File: src/rtl/jpeg_huff_pkg.sv
// Shared definitions for the JPEG Huffman decode path.
// Contents: default widths, block size, amplitude category limit,
// EOB/ZRL run-size codes, controller state type and token classifiers.
package jpeg_huff_pkg;

    localparam int unsigned COEF_W_DEF  = 8;
    localparam int unsigned DC_W_DEF    = 12;
    localparam int unsigned AMP_W_DEF   = 11;
    localparam int unsigned BLK_N       = 64;
    localparam int unsigned AMP_CAT_MAX = 11;

    localparam logic [3:0] EOB_RUN  = 4'd0;
    localparam logic [3:0] EOB_SIZE = 4'd0;
    localparam logic [3:0] ZRL_RUN  = 4'd15;
    localparam logic [3:0] ZRL_SIZE = 4'd0;

    typedef enum logic [2:0] {
        ST_IDLE = 3'd0,
        ST_CLR  = 3'd1,
        ST_DC   = 3'd2,
        ST_AC   = 3'd3,
        ST_OUT  = 3'd4
    } dec_state_t;

    function automatic logic is_eob(input logic [3:0] run, input logic [3:0] size);
        return (run == EOB_RUN) && (size == EOB_SIZE);
    endfunction

    function automatic logic is_zrl(input logic [3:0] run, input logic [3:0] size);
        return (run == ZRL_RUN) && (size == ZRL_SIZE);
    endfunction

endpackage

File: src/rtl/huffman_amp_decode.sv
// Combinational JPEG amplitude decoder.
// Ports:
//   i_size     category (0..15); values above the category limit flag an error
//   i_bits     raw amplitude bits, right-aligned; bits at or above i_size ignored
//   o_amp      signed amplitude (0 for size 0 or an illegal size)
//   o_size_err i_size exceeds the category limit
module huffman_amp_decode
    import jpeg_huff_pkg::*;
#(
    parameter int unsigned AMP_W = AMP_W_DEF
) (
    input  logic [3:0]         i_size,
    input  logic [AMP_W-1:0]   i_bits,
    output logic signed [AMP_W:0] o_amp,
    output logic               o_size_err
);

    logic [AMP_W:0] w_mask;
    logic [AMP_W:0] w_mag;
    logic [AMP_W:0] w_msb;

    always_comb begin
        o_size_err = (i_size > 4'(AMP_CAT_MAX));
        // w_mask = 2^size - 1; its top set bit is the sign-selecting bit
        w_mask = ~({(AMP_W+1){1'b1}} << i_size);
        w_mag  = {1'b0, i_bits} & w_mask;
        w_msb  = w_mask ^ (w_mask >> 1);
        o_amp  = '0;
        if (!o_size_err) begin
            // leading 0 marks a negative value: b - (2^size - 1); size 0 yields 0
            if ((w_mag & w_msb) != '0) o_amp = signed'(w_mag);
            else                       o_amp = signed'(w_mag - w_mask);
        end
    end

endmodule

File: src/rtl/huffman_dec_controller.sv
// JPEG Huffman decode controller: turns (run,size,bits) tokens into one
// 8x8 zigzag-ordered coefficient block with DC prediction and clipping.
// Ports:
//   clock, reset       rising-edge clock, synchronous active-high reset
//   dec_start          new scan: clears predictor/errors, aborts current block
//   tok_valid/ready    token handshake; tok_run, tok_size, tok_bits payload
//   block_valid/ready  block handshake; zigzag_pix_out holds coefficient k
//                      at [COEF_W*k +: COEF_W]
//   blk_sat            a coefficient of the current block was saturated
//   err_overrun        sticky: AC run went past index 63
//   err_size           sticky: illegal token size seen
module huffman_dec_controller
    import jpeg_huff_pkg::*;
#(
    parameter int unsigned COEF_W = COEF_W_DEF,
    parameter int unsigned DC_W   = DC_W_DEF,
    parameter int unsigned AMP_W  = AMP_W_DEF
) (
    input  logic                      clock,
    input  logic                      reset,
    input  logic                      dec_start,
    input  logic                      tok_valid,
    output logic                      tok_ready,
    input  logic [3:0]                tok_run,
    input  logic [3:0]                tok_size,
    input  logic [AMP_W-1:0]          tok_bits,
    output logic                      block_valid,
    input  logic                      block_ready,
    output logic [BLK_N*COEF_W-1:0]   zigzag_pix_out,
    output logic                      blk_sat,
    output logic                      err_overrun,
    output logic                      err_size
);

    localparam int unsigned CW = (DC_W > AMP_W + 1) ? DC_W : AMP_W + 1;
    localparam logic signed [CW-1:0] C_MAX = CW'((2 ** (COEF_W - 1)) - 1);
    localparam logic signed [CW-1:0] C_MIN = ~C_MAX;

    dec_state_t                  r_state;
    logic [6:0]                  r_pos;
    logic signed [DC_W-1:0]      r_pred;
    logic [BLK_N*COEF_W-1:0]     r_matrix;
    logic                        r_blk_sat;
    logic                        r_err_overrun;
    logic                        r_err_size;

    logic signed [AMP_W:0]       w_amp;
    logic                        w_size_err;
    logic                        w_accept;
    logic                        w_is_eob;
    logic                        w_is_zrl;
    logic [6:0]                  w_tgt;
    logic [6:0]                  w_next;
    logic                        w_overrun;
    logic signed [DC_W-1:0]      w_dc_sum;
    logic [COEF_W:0]             w_dc_clip;
    logic [COEF_W:0]             w_ac_clip;

    // {saturated, value}
    function automatic logic [COEF_W:0] clip_coef(input logic signed [CW-1:0] v);
        logic [COEF_W:0] res;
        if (v > C_MAX)      res = {1'b1, C_MAX[COEF_W-1:0]};
        else if (v < C_MIN) res = {1'b1, C_MIN[COEF_W-1:0]};
        else                res = {1'b0, v[COEF_W-1:0]};
        return res;
    endfunction

    huffman_amp_decode #(.AMP_W(AMP_W)) u_amp (
        .i_size     (tok_size),
        .i_bits     (tok_bits),
        .o_amp      (w_amp),
        .o_size_err (w_size_err)
    );

    assign tok_ready = !reset && !dec_start && ((r_state == ST_DC) || (r_state == ST_AC));
    assign w_accept  = tok_valid && tok_ready;
    assign w_is_eob  = is_eob(tok_run, tok_size);
    assign w_is_zrl  = is_zrl(tok_run, tok_size);

    // ZRL behaves like run=15 with no write: its last zero lands on pos+15,
    // so the same overrun test and advance cover both token kinds.
    assign w_tgt     = r_pos + {3'b000, tok_run};
    assign w_next    = w_tgt + 7'd1;
    assign w_overrun = (w_tgt > 7'(BLK_N - 1));

    // predictor wraps at DC_W; only the emitted coefficient is clipped
    assign w_dc_sum  = r_pred + DC_W'(w_amp);
    assign w_dc_clip = clip_coef(CW'(w_dc_sum));
    assign w_ac_clip = clip_coef(CW'(w_amp));

    always_ff @(posedge clock) begin
        if (reset) begin
            r_state       <= ST_IDLE;
            r_pos         <= '0;
            r_pred        <= '0;
            r_matrix      <= '0;
            r_blk_sat     <= 1'b0;
            r_err_overrun <= 1'b0;
            r_err_size    <= 1'b0;
        end else if (dec_start) begin
            r_state       <= ST_CLR;
            r_pred        <= '0;
            r_err_overrun <= 1'b0;
            r_err_size    <= 1'b0;
        end else begin
            case (r_state)
                ST_IDLE: r_state <= ST_IDLE;
                ST_CLR: begin
                    r_matrix  <= '0;
                    r_pos     <= 7'd1;
                    r_blk_sat <= 1'b0;
                    r_state   <= ST_DC;
                end
                ST_DC: begin
                    if (w_accept) begin
                        r_pred                <= w_dc_sum;
                        r_matrix[COEF_W-1:0]  <= w_dc_clip[COEF_W-1:0];
                        r_blk_sat             <= r_blk_sat | w_dc_clip[COEF_W];
                        r_err_size            <= r_err_size | w_size_err;
                        r_state               <= ST_AC;
                    end
                end
                ST_AC: begin
                    if (w_accept) begin
                        r_err_size <= r_err_size | w_size_err;
                        if (w_is_eob) begin
                            r_state <= ST_OUT;
                        end else if (w_overrun) begin
                            r_err_overrun <= 1'b1;
                            r_state       <= ST_OUT;
                        end else begin
                            if (!w_is_zrl) begin
                                r_matrix[COEF_W*w_tgt[5:0] +: COEF_W] <= w_ac_clip[COEF_W-1:0];
                                r_blk_sat <= r_blk_sat | w_ac_clip[COEF_W];
                            end
                            r_pos <= w_next;
                            if (w_next == 7'(BLK_N)) r_state <= ST_OUT;
                        end
                    end
                end
                ST_OUT: begin
                    if (block_ready) r_state <= ST_CLR;
                end
                default: r_state <= ST_IDLE;
            endcase
        end
    end

    assign block_valid    = (r_state == ST_OUT);
    assign zigzag_pix_out = r_matrix;
    assign blk_sat        = r_blk_sat;
    assign err_overrun    = r_err_overrun;
    assign err_size       = r_err_size;

endmodule
File: config.mk
export PLATFORM = sky130hd
export DESIGN_NAME = huffman_dec_controller
export DESIGN_NICKNAME = d
export VERILOG_FILES = /design/src/rtl/jpeg_huff_pkg.sv /design/src/rtl/huffman_amp_decode.sv /design/src/rtl/huffman_dec_controller.sv
export SDC_FILE = /design/constraint.sdc
export NUM_CORES = 1
export LEC_CHECK = 0
export BUFFER_PORTS_ARGS = -buffer_cell sky130_fd_sc_hd__buf_4
export CAP_MARGIN = 10
export CORE_ASPECT_RATIO = 0.6
export CORE_MARGIN = 10
export CORE_UTILIZATION = 47
export DETAILED_ROUTE_END_ITERATION = 12
export PLACE_DENSITY = 0.75
export SYNTH_ARGS = -nofsm -noshare
export SYNTH_HDL_FRONTEND = slang
export SYNTH_SLANG_ARGS = --single-unit
File: constraint.sdc
create_clock -name clock -period 4.8 [get_ports clock]
set_input_delay 0.48 -clock clock [delete_from_list [all_inputs] [get_ports clock]]
set_output_delay 0.48 -clock clock [all_outputs]
set_load 0.005 [all_outputs]
After elaboration in Yosys (flattened, before gate mapping)
Cells that the tools add are included.

operators by class
  $add $sub $neg = 5
  multipliers = 0
  div/mod/pow operators = 0
  order comparisons = 6
  equal/unequal tests = 17
  shift-type cells = 3
  multiplexer cells = 32
  bitwise logic cells = 9
  reductions and logical operators = 23

operators by type and width
  cell                                                    count
  2-to-1 mux 512 bit                                      4
  case mux 504 bit (2 select lines)                       1
  bitwise mux 512 bit                                     1
  variable shift 8 x 34 -> 512 bit, first input constant  1
  variable part select 8 x 34 -> 512 bit                  1
  2-to-1 mux 9 bit                                        4
  negator 9 -> 34 bit                                     1
  > comparator 12 x 8 -> 1 bit, second input constant     2
  < comparator 12 x 8 -> 1 bit, second input constant     2
  2-to-1 mux 12 bit                                       2
  case mux 8 bit (3 select lines)                         1
  2-to-1 mux 7 bit                                        3
  2-to-1 mux 3 bit                                        6
  case mux 7 bit (2 select lines)                         1
  adder 12 bit                                            1
  bitwise AND 11 x 12 -> 12 bit                           1
  bitwise AND 12 bit                                      1
  inverter 12 bit                                         1
  case mux 3 bit (4 select lines)                         1
  AND reduction 4 bit                                     3
  nonzero test 12 bit                                     1
  << shifter 12 x 4 -> 12 bit, first input constant       1
  subtractor 12 bit                                       1
  bitwise XOR 12 x 11 -> 12 bit                           1
  other kinds (31)                                        53

word-level totals
  flip-flop bits (word level) = 537
  bits in latches = 0
  bits in writable memories = 0
  memory bits (read-only) = 0
  input port bits = 24
  output and inout port bits = 517
  word-level logic and storage cells = 104
  memories kept = 0

Depth between registers and ports, before layout
Gate-level depths: netlist of the first run.

  word-level depth = 17
  mapped depth = 20
  mapped depth without buffers = 19

By module
Synthesis of the first run repeated with hierarchy kept, for this count alone.

unflattened totals
  cell total of the unflattened synthesis = 2093
  area, all modules = 20682.3 µm²

by module, submodules not included
  module                  instances  cells each  area an instance (µm²)  seq. area each (µm²)
  huffman_dec_controller  1          1961        19822.8                 10750.3
  huffman_amp_decode      1          132         859.6                   0.0

Worst setup path after synthesis of the first run
No wires, ideal clock.

  path kind = in2reg
  start = in tok_size[2]
  end = reg r_matrix[2], in the netlist zigzag_pix_out[2]
  library setup time = 0.086 ns
  arrival = 4.752 ns
  data required time = 4.714 ns
  setup slack = -0.037 ns
  stages on the path = 19
  path buffers = 3
  path through = buf_2 nor2b_1 a22o_1 a311o_1 or2_0 clkbuf_1 buf_2 nor2_1 nor2_1 a311oi_1 ha_1 a21oi_1 o21ai_0 a311oi_1 xnor2_1 nand4_1 a311oi_1 a222oi_1 a211oi_1

on the way
  cells in the longest elaborated chain, start to end = 17
  elaborated cells between the ends (all ways) = 33
  classes of those cells = add/sub (2); order compare (5); eq/ne (2); shift (2); mux (13); bitwise (4); reduce/logical (5)

RTL lines
  element                                                     line                           text
  from (decl)                                                 huffman_dec_controller.sv:25   input logic [3:0] tok_size,
  branches (longest 17 deep; another with subtractor 12 bit)  -
  to (signal, indexed assignment)                             huffman_dec_controller.sv:117  r_matrix[COEF_W-1:0] <= w_dc_clip[COEF_W-1:0];
  to (signal, indexed assignment)                             huffman_dec_controller.sv:133  r_matrix[COEF_W*w_tgt[5:0] +: COEF_W] <= w_ac_clip[COEF_W-1:0];
  to (decl)                                                   huffman_dec_controller.sv:42   logic [BLK_N*COEF_W-1:0] r_matrix;

Parallel ways; which one is timed is not known. The select of a mux whose other input is x is not followed.
A chain may end at the register's enable or synchronous reset.

Worst setup path in the final report of the first run
  start = reg r_pos[0]
  end = reg r_matrix[374], in the netlist zigzag_pix_out[374]

on the way
  cells in the longest elaborated chain, start to end = 9
  elaborated cells between the ends (all ways) = 13
  classes of those cells = add/sub (2); order compare (1); eq/ne (1); shift (2); mux (6); reduce/logical (1)

RTL lines
  element                                                                                            line                           text
  from (decl)                                                                                        huffman_dec_controller.sv:40   logic [6:0] r_pos;
  from (signal assigned)                                                                             huffman_dec_controller.sv:136  r_pos <= w_next;
  adder 7 x 4 -> 7 bit (*)                                                                           huffman_dec_controller.sv:82   assign w_tgt = r_pos + {3'b000, tok_run};
  negator 9 -> 34 bit                                                                                huffman_dec_controller.sv:133
  variable part select 8 x 34 -> 512 bit / variable shift 8 x 34 -> 512 bit (equally long branches)  huffman_dec_controller.sv:133
  bitwise mux 512 bit                                                                                huffman_dec_controller.sv:133
  2-to-1 mux 512 bit                                                                                 huffman_dec_controller.sv:132  if (!w_is_zrl) begin
  2-to-1 mux 512 bit                                                                                 huffman_dec_controller.sv:128  end else if (w_overrun) begin
  2-to-1 mux 512 bit                                                                                 huffman_dec_controller.sv:126  if (w_is_eob) begin
  2-to-1 mux 512 bit                                                                                 huffman_dec_controller.sv:124  if (w_accept) begin
  case mux 504 bit (2 select lines)                                                                  huffman_dec_controller.sv:106  case (r_state)

Mark *: on every way between the ends. The rest lies on a longest branch, timed or not. The select of a mux whose other input is x is not followed.

==> results.toml, run 1 <==
[run_status]
run_status = "finished, final reports clean"

[worst_setup_path]
timing.critical_path.from = "r_pos[0]"
timing.setup.critical_path_class = "flip-flop to flip-flop"
r2r-start = "r_pos[0]"
timing.critical_path.arrival_ns = 5.05
timing.critical_path.fanout_max = 30
worstSetupStartpointType = "flip-flop"
critical_path.endpoint_type = "flip-flop"
endpoint = "zigzag_pix_out[374]"
reg2reg_slack_ns = 0.25
worstReg2RegEnd = "zigzag_pix_out[374]"
cp.required_ns = 5.30
worst-r2r-cell-count = 12

[clock_network]
ctsLongestPathBuffers = 3
cts-buffers-inserted = 47
number_of_hold_repair_buffers_added_at_the_cts_stage = 0
cts_repair_resizes = 0
h_tree_level_count = 2
cts.repair_timing.setup_buffer_count = 0
clkLatencyLatePin_ns = 0.59
cts_tree = "built"
tritoncts_num_sinks = 537
clockRootBuffer = "sky130_fd_sc_hd__clkbuf_16"
clk_pin_slew_worst_paths_ns = 0.07

[pwr]
ir_drop_uv = 248
power_report.internal_total_mw = 6.98
power.density_nw_per_um2 = 347
power_mw = 9.60
power_frac_seq = 0.465
comb_power_share = 0.120
p_leak_nw = 11.3
netSwitchingPower_mw = 2.62
switching_share = 0.273
clock_power_share = 0.415

[die]
core_region_area_um2 = 42300
chipWidth_um = 288
die_height_um = 181
fp.dieArea_um2 = 52200
initial_core_util = 0.480
ioPinCount = 541
total_number_of_placement_rows = 58

[synth]
synth.distinct_cells = 79
number_of_flops_mapped_to_enable_cells_by_yosys = 0
post_synth_mux_area_share = 0.00105
netlist_instances = 2267
synth_top_family_by_area = "compound AO/OA/AOI/OAI gates"
synth-xor-area-share = 0.0134
yosysWarningCount = 0
synth_async_sr_flop_share = 0
synth-seq-area-share = 0.529
netlist_top_cells_area = "sky130_fd_sc_hd__dfxtp_1 (53%), sky130_fd_sc_hd__o21ai_0 (7.7%), sky130_fd_sc_hd__nand2_1 (7.7%), sky130_fd_sc_hd__a22o_1 (4.8%), sky130_fd_sc_hd__o2bb2ai_1 (4.1%)"
number_of_storage_elements_in_the_synthesis_netlist = 537
yosys.area_share.adder = 0.0137
synth_top_area_share = 0.529
syn-cell-area_um2 = 20300
syn-num-nets = 2312
synth_top_cell_by_area = "sky130_fd_sc_hd__dfxtp_1"
post_synth_and_or_nand_nor_area_fraction = 0.138
yosys_most_used_dff = "sky130_fd_sc_hd__dfxtp_1"
postSynthAreaPerCell_um2 = 8.96
fraction_of_the_mapped_netlist_area_in_compound_gates = 0.276

[cells_and_area]
antenna-diode-count = 0
mostFrequentLayoutCells = "sky130_fd_sc_hd__buf_4 (683), sky130_fd_sc_hd__dfxtp_1 (537), sky130_fd_sc_hd__nand2_1 (414)"
area.growth.synth_to_final_pct = 36.2
most_common_cell_after_layout_fill_and_taps_aside = "sky130_fd_sc_hd__buf_4"
layout-drive-gt1-share = 0.282
finalNetCount = 2934

[timing]
timing.slew.headroom = 0.188
finalSetupViolations = 0
achievable_clock_frequency_mhz = 220
timing_worst_slew_pin_value_ns = 1.22
rsz0062_at_grt = "false"
report.final.hold_viol_count = 0
finalWorstSetupSlack_ns = 0.252
min_period_ns = 4.55
final-max-slew-violation-count = 0
setup_tns_ns = 0
hold_slack_ns = 0.206
min_period_over_period = 0.948
timing.clock.skew_ns = 0.0381

[drt]
route.detailed.drc = 0
routed_wirelength_um = 91300
routed_len_inst_um = 26.1
average_via_count_per_standard_cell = 6.05
drt_first_pass_iters = 6
route.antenna.remaining_nets = 0
dr_iter_0_viols = 2261
via_count = 21140

[place]
gp_congestion = 0.998
place.port_buffers = 540
preCtsSetupSlack_ns = 0.0642
post-dp-hpwl_um = 69600

[run]
max_cap_viols = 0

[global_route]
gr-usage-all-layers = 0.329
first_pass_grt_wire_length_um = 134000
grt_max_degree = 61
first_global_vias = 20266
antenna_violations_before_repair = 0
grt.overflow.total = 0

[worst_hold_path]
min_from = "dec_start"
min_path_cells = 3
timing.hold.worst.class = "input pin to flip-flop"
## per-stage QoR
step	cells	cell area, µm²	util
6_report	3494	27600	0.653
5_1_grt	3494	27600	0.653
4_1_cts	3493	27600	0.653
3_5_place_dp	3409	26000	0.615
3_3_place_gp	3409	26000	0.615
2_1_floorplan	2267	20300	-
## flip-flops by register name, summed over array words and instances, names as in the netlist
name,flops
err_overrun,1
r_pred,12
err_size,1
zigzag_pix_out,512
r_state,3
r_pos,7
blk_sat,1
## cell families (layout without fill, tap and decap cells)
kind of cell,count (synthesis),count (layout)
AO/OA/AOI/OAI,872,872
XOR/XNOR,28,28
adder cells (fa/ha/maj),21,21
buffers and inverters,139,796
flip-flops,537,537
multiplexers,2,2
AND/OR/NAND/NOR,668,668
## worst max-delay path, cell delays in order, from the launching register on
cell	delay, ns
sky130_fd_sc_hd__dfxtp_1	0.36
sky130_fd_sc_hd__ha_1	0.18
sky130_fd_sc_hd__inv_1	0.06
sky130_fd_sc_hd__fa_1	0.42
sky130_fd_sc_hd__nand2b_1	0.19
sky130_fd_sc_hd__a21o_1	0.28
sky130_fd_sc_hd__o211ai_1	0.22
sky130_fd_sc_hd__nand2_1	0.17
sky130_fd_sc_hd__a21oi_1	0.50
sky130_fd_sc_hd__inv_1	0.16
sky130_fd_sc_hd__a211oi_2	0.97
sky130_fd_sc_hd__o21ai_4	0.59
sky130_fd_sc_hd__o21ai_0	0.36
## final cells by class
type / count / area, µm²
repair buffers: 694 / 5340
well taps: 570 / 713
multi-input cells: 1591 / 9170
clock inverters: 22 / 267
fillers: 3461 / 14700
flip-flops and latches: 537 / 10800
inverters: 18 / 67.6
clock buffers: 62 / 1340
## Yosys cell counts (4+ instances only)
cell                        number
sky130_fd_sc_hd__or2_2           5
sky130_fd_sc_hd__and3_1          6
sky130_fd_sc_hd__dfxtp_1       537
sky130_fd_sc_hd__and2_1          8
sky130_fd_sc_hd__a22oi_1         9
sky130_fd_sc_hd__o211a_1         5
sky130_fd_sc_hd__buf_2          31
sky130_fd_sc_hd__a31oi_1         4
sky130_fd_sc_hd__o31ai_1         4
sky130_fd_sc_hd__nor2_1        122
sky130_fd_sc_hd__a21oi_2         4
sky130_fd_sc_hd__o211ai_1       12
sky130_fd_sc_hd__clkbuf_1       85
sky130_fd_sc_hd__a21o_1          8
sky130_fd_sc_hd__nor2b_1         6
sky130_fd_sc_hd__nand3_1        35
sky130_fd_sc_hd__nand2_1       414
sky130_fd_sc_hd__xor2_1          7
sky130_fd_sc_hd__nand2b_1       10
sky130_fd_sc_hd__a311oi_1        4
sky130_fd_sc_hd__o21ai_0       311
sky130_fd_sc_hd__o21bai_1        6
sky130_fd_sc_hd__a211o_1         5
sky130_fd_sc_hd__a211oi_1       14
sky130_fd_sc_hd__o21ai_1        64
sky130_fd_sc_hd__xnor2_1        19
sky130_fd_sc_hd__o2bb2ai_1      95
sky130_fd_sc_hd__nor3_1         26
sky130_fd_sc_hd__or3_1           5
sky130_fd_sc_hd__a22o_1        111
sky130_fd_sc_hd__ha_1           19
sky130_fd_sc_hd__nor4_1          4
sky130_fd_sc_hd__o2111ai_1       4
sky130_fd_sc_hd__inv_1          18
sky130_fd_sc_hd__a21oi_1       163
sky130_fd_sc_hd__a222oi_1        4
sky130_fd_sc_hd__nand3b_1        7
sky130_fd_sc_hd__o21a_1         12
## how the worst min path moves through the flow
stage          slack [ns]                  end
2_1_floorplan        0.44            r_pred[0]
3_3_place_gp         0.44  zigzag_pix_out[182]
3_5_place_dp         0.44  zigzag_pix_out[485]
4_1_cts              0.19           r_state[0]
5_1_grt              0.21           r_state[0]
6_report             0.21           r_state[0]
## power groups by stage
stage | Clock [mW] | Combinational, mW | Sequential, mW
6_report | 3.99 | 1.15 | 4.46
5_1_grt | 4.14 | 1.19 | 4.46
4_1_cts | 3.97 | 1.10 | 4.46
3_5_place_dp | 0 | 1.10 | 4.56
3_3_place_gp | 0 | 1.09 | 4.56
2_1_floorplan | 0 | 0.545 | 4.56
## layer usage
metal	routed length (µm)	track usage	vias up	share of wire
met3	11200	0.108	171	0.12
met2	39500	0.502	1263	0.43
met5	0	0	-	0
li1	-	-	9410	-
met4	2810	0.0964	0	0.031
met1	37800	0.437	10296	0.41
Power figures use the tool's default switching activity.
==> run 2: changes to the inputs <==
==> constraint.sdc (replaced) <==
create_clock -name clock -period 4.8 [get_ports clock]
set_input_delay 0.24 -clock clock [delete_from_list [all_inputs] [get_ports clock]]
set_output_delay 0.24 -clock clock [all_outputs]
set_load 0.05 [all_outputs]
==> results.toml, run 2 (same netlist as run 1, synthesis figures left out) <==
[drt]
drt_first_pass_iters = 8
wl_met2_um = 38900
routed_wirelength_um = 91400
via_count = 21204
dr_iter_0_viols = 2355
wirelength_met1_um = 38300
average_via_count_per_standard_cell = 6.09
met3_length_um = 11100
routed_len_inst_um = 26.2
route.antenna.remaining_nets = 0
top_layer = "met4"
route.detailed.drc = 0

[timing]
achievable_clock_frequency_mhz = 225
min_period_over_period = 0.927
timing.clock.skew_ns = 0.0180
min_period_ns = 4.45
timing_worst_slew_pin_value_ns = 1.28
report.final.hold_viol_count = 0
setup_tns_ns = 0
finalWorstSetupSlack_ns = 0.350
rsz0062_at_grt = "false"
timing.slew.headroom = 0.145
final-max-slew-violation-count = 0
finalSetupViolations = 0

[worst_setup_path]
worstSetupStartpointType = "flip-flop"
critical_path.endpoint_type = "flip-flop"
reg2reg_slack_ns = 0.35
cp.required_ns = 5.31
timing.critical_path.arrival_ns = 4.95
crit_family = "compound AO/OA/AOI/OAI gates"
critical_path.cell_chain = "ha_1 > inv_1 > fa_1 > xor2_1 > nand3_1 > nor3_1 > ha_1 > inv_1 > a2111o_1 > o21ai_0 > a21oi_1 > nand2_1 > o21ai_0"
timing.critical_path.fanout_max = 18
timing.setup.critical_path_class = "flip-flop to flip-flop"
timing.critical_path.slowest_stage_cell = "sky130_fd_sc_hd__a21oi_1"
crit_path_max_incr_delay_ns = 1.05
cp_num_buf_inv = 2

[clock_network]
h_tree_level_count = 2
cts_tree = "built"
clkLatencyLatePin_ns = 0.60
cts.repair_timing.setup_buffer_count = 0
clk_pin_slew_worst_paths_ns = 0.07
cts_repair_resizes = 0
tritoncts_num_sinks = 537
cts-buffers-inserted = 48
clockRootBuffer = "sky130_fd_sc_hd__clkbuf_16"
ctsLongestPathBuffers = 3

[cells_and_area]
largest_register_ff_count = 512
multi_input_logic_area_um2 = 9150
antenna-diode-count = 0
area.growth.synth_to_final_pct = 36.0
mostFrequentLayoutCells = "sky130_fd_sc_hd__buf_4 (673), sky130_fd_sc_hd__dfxtp_1 (537), sky130_fd_sc_hd__nand2_1 (414)"
most_common_cell_after_layout_fill_and_taps_aside = "sky130_fd_sc_hd__buf_4"
layout-drive-gt1-share = 0.279
finalNetCount = 2924
register_area_um2 = 10800
final.fill_count = 3466

[die]
ioPinCount = 541
initial_core_util = 0.480
core_region_area_um2 = 42300
chipWidth_um = 288
total_number_of_placement_rows = 58
fp.dieArea_um2 = 52200
die_height_um = 181

[run]
max_cap_viols = 0

[global_route]
first_pass_grt_wire_length_um = 135000
grt.overflow.total = 0
grt_max_degree = 55
antenna_violations_before_repair = 1
gr-usage-all-layers = 0.333
first_global_vias = 20162

[pwr]
p_leak_nw = 11.3
ir_drop_uv = 313
power_mw = 9.73
power.density_nw_per_um2 = 352

[place]
post-dp-hpwl_um = 69500
gp_congestion = 0.922
preCtsSetupSlack_ns = 0.0395
place.port_buffers = 540

[worst_hold_path]
timing.hold.worst.class = "input pin to flip-flop"

[run_status]
run_status = "finished, final reports clean"
==> run 2: cell types whose count changed in the layout (fill, tap and decap cells not counted), moves of 2 or more <==
| cell | before | now |
|---|---|---|
| sky130_fd_sc_hd__clkinv_2 | 11 | 7 |
| sky130_fd_sc_hd__inv_6 | 1 | 3 |
| sky130_fd_sc_hd__a311oi_1 | 2 | 4 |
| sky130_fd_sc_hd__a311oi_2 | 2 | 0 |
| sky130_fd_sc_hd__buf_4 | 683 | 673 |
| sky130_fd_sc_hd__clkbuf_8 | 9 | 11 |
==> run 2: routing by layer <==
metal	vias up	track usage
met3	180	0.105
met2	1291	0.498
met4	0	0.107
met1	10347	0.450
li1	9386	-
met5	-	0
==> run 2: cell type report <==
class	count	area share
multi-input combinational	1591	0.332
clock buffer	65	0.0506
inverter	18	0.00245
clock inverter	20	0.0103
tap	570	0.0258
timing repair buffer	683	0.190
sequential	537	0.389
==> run 2: per-stage QoR <==
stage                     cell area (µm²)   util  hold slack (ns)  cells
after CTS                           27600  0.653          0.00155   3484
final                               27600  0.653          0.00949   3484
after floorplan                     20300      -            0.372   2267
after global placement              25900  0.613            0.436   3398
after global routing                27600  0.653           0.0669   3484
after detailed placement            25900  0.613            0.443   3398
==> run 2: final timing paths <==
| path | startpoint | to | cells after the start |
|---|---|---|---|
| setup / recovery | r_pos[0] | zigzag_pix_out[115] | 13 |
| setup reg to reg | r_pos[0] | zigzag_pix_out[115] | 13 |
| hold / removal | block_ready | r_state[2] | 4 |
| hold reg to reg | zigzag_pix_out[110] | zigzag_pix_out[110] | 2 |
==> run 2: power by group <==
group | total, mW | leakage, nW | switching, mW | internal, mW
Sequential | 4.46 | 4.32 | 0.00443 | 4.46
Combinational | 1.14 | 6.16 | 0.840 | 0.300
Clock | 4.13 | 0.831 | 1.80 | 2.33
Total | 9.73 | 11.3 | 2.65 | 7.08
==> run 2: timing repair <==
action / 4_1_cts / 5_1_grt
setup endpoints to repair: 0 / 0
endpoints found under the hold margin: 1 / 0
hold buffers: 1 / 0
==> run 2: worst register-to-register path, stage by stage, from the launching register on <==
cell and delay (ns):
sky130_fd_sc_hd__dfxtp_1 0.35, sky130_fd_sc_hd__ha_1 0.17, sky130_fd_sc_hd__inv_1 0.05, sky130_fd_sc_hd__fa_1 0.43, sky130_fd_sc_hd__xor2_1 0.45, sky130_fd_sc_hd__nand3_1 0.19
sky130_fd_sc_hd__nor3_1 0.23, sky130_fd_sc_hd__ha_1 0.28, sky130_fd_sc_hd__inv_1 0.15, sky130_fd_sc_hd__a2111o_1 0.53, sky130_fd_sc_hd__o21ai_0 0.22, sky130_fd_sc_hd__a21oi_1 1.05
sky130_fd_sc_hd__nand2_1 0.16, sky130_fd_sc_hd__o21ai_0 0.11
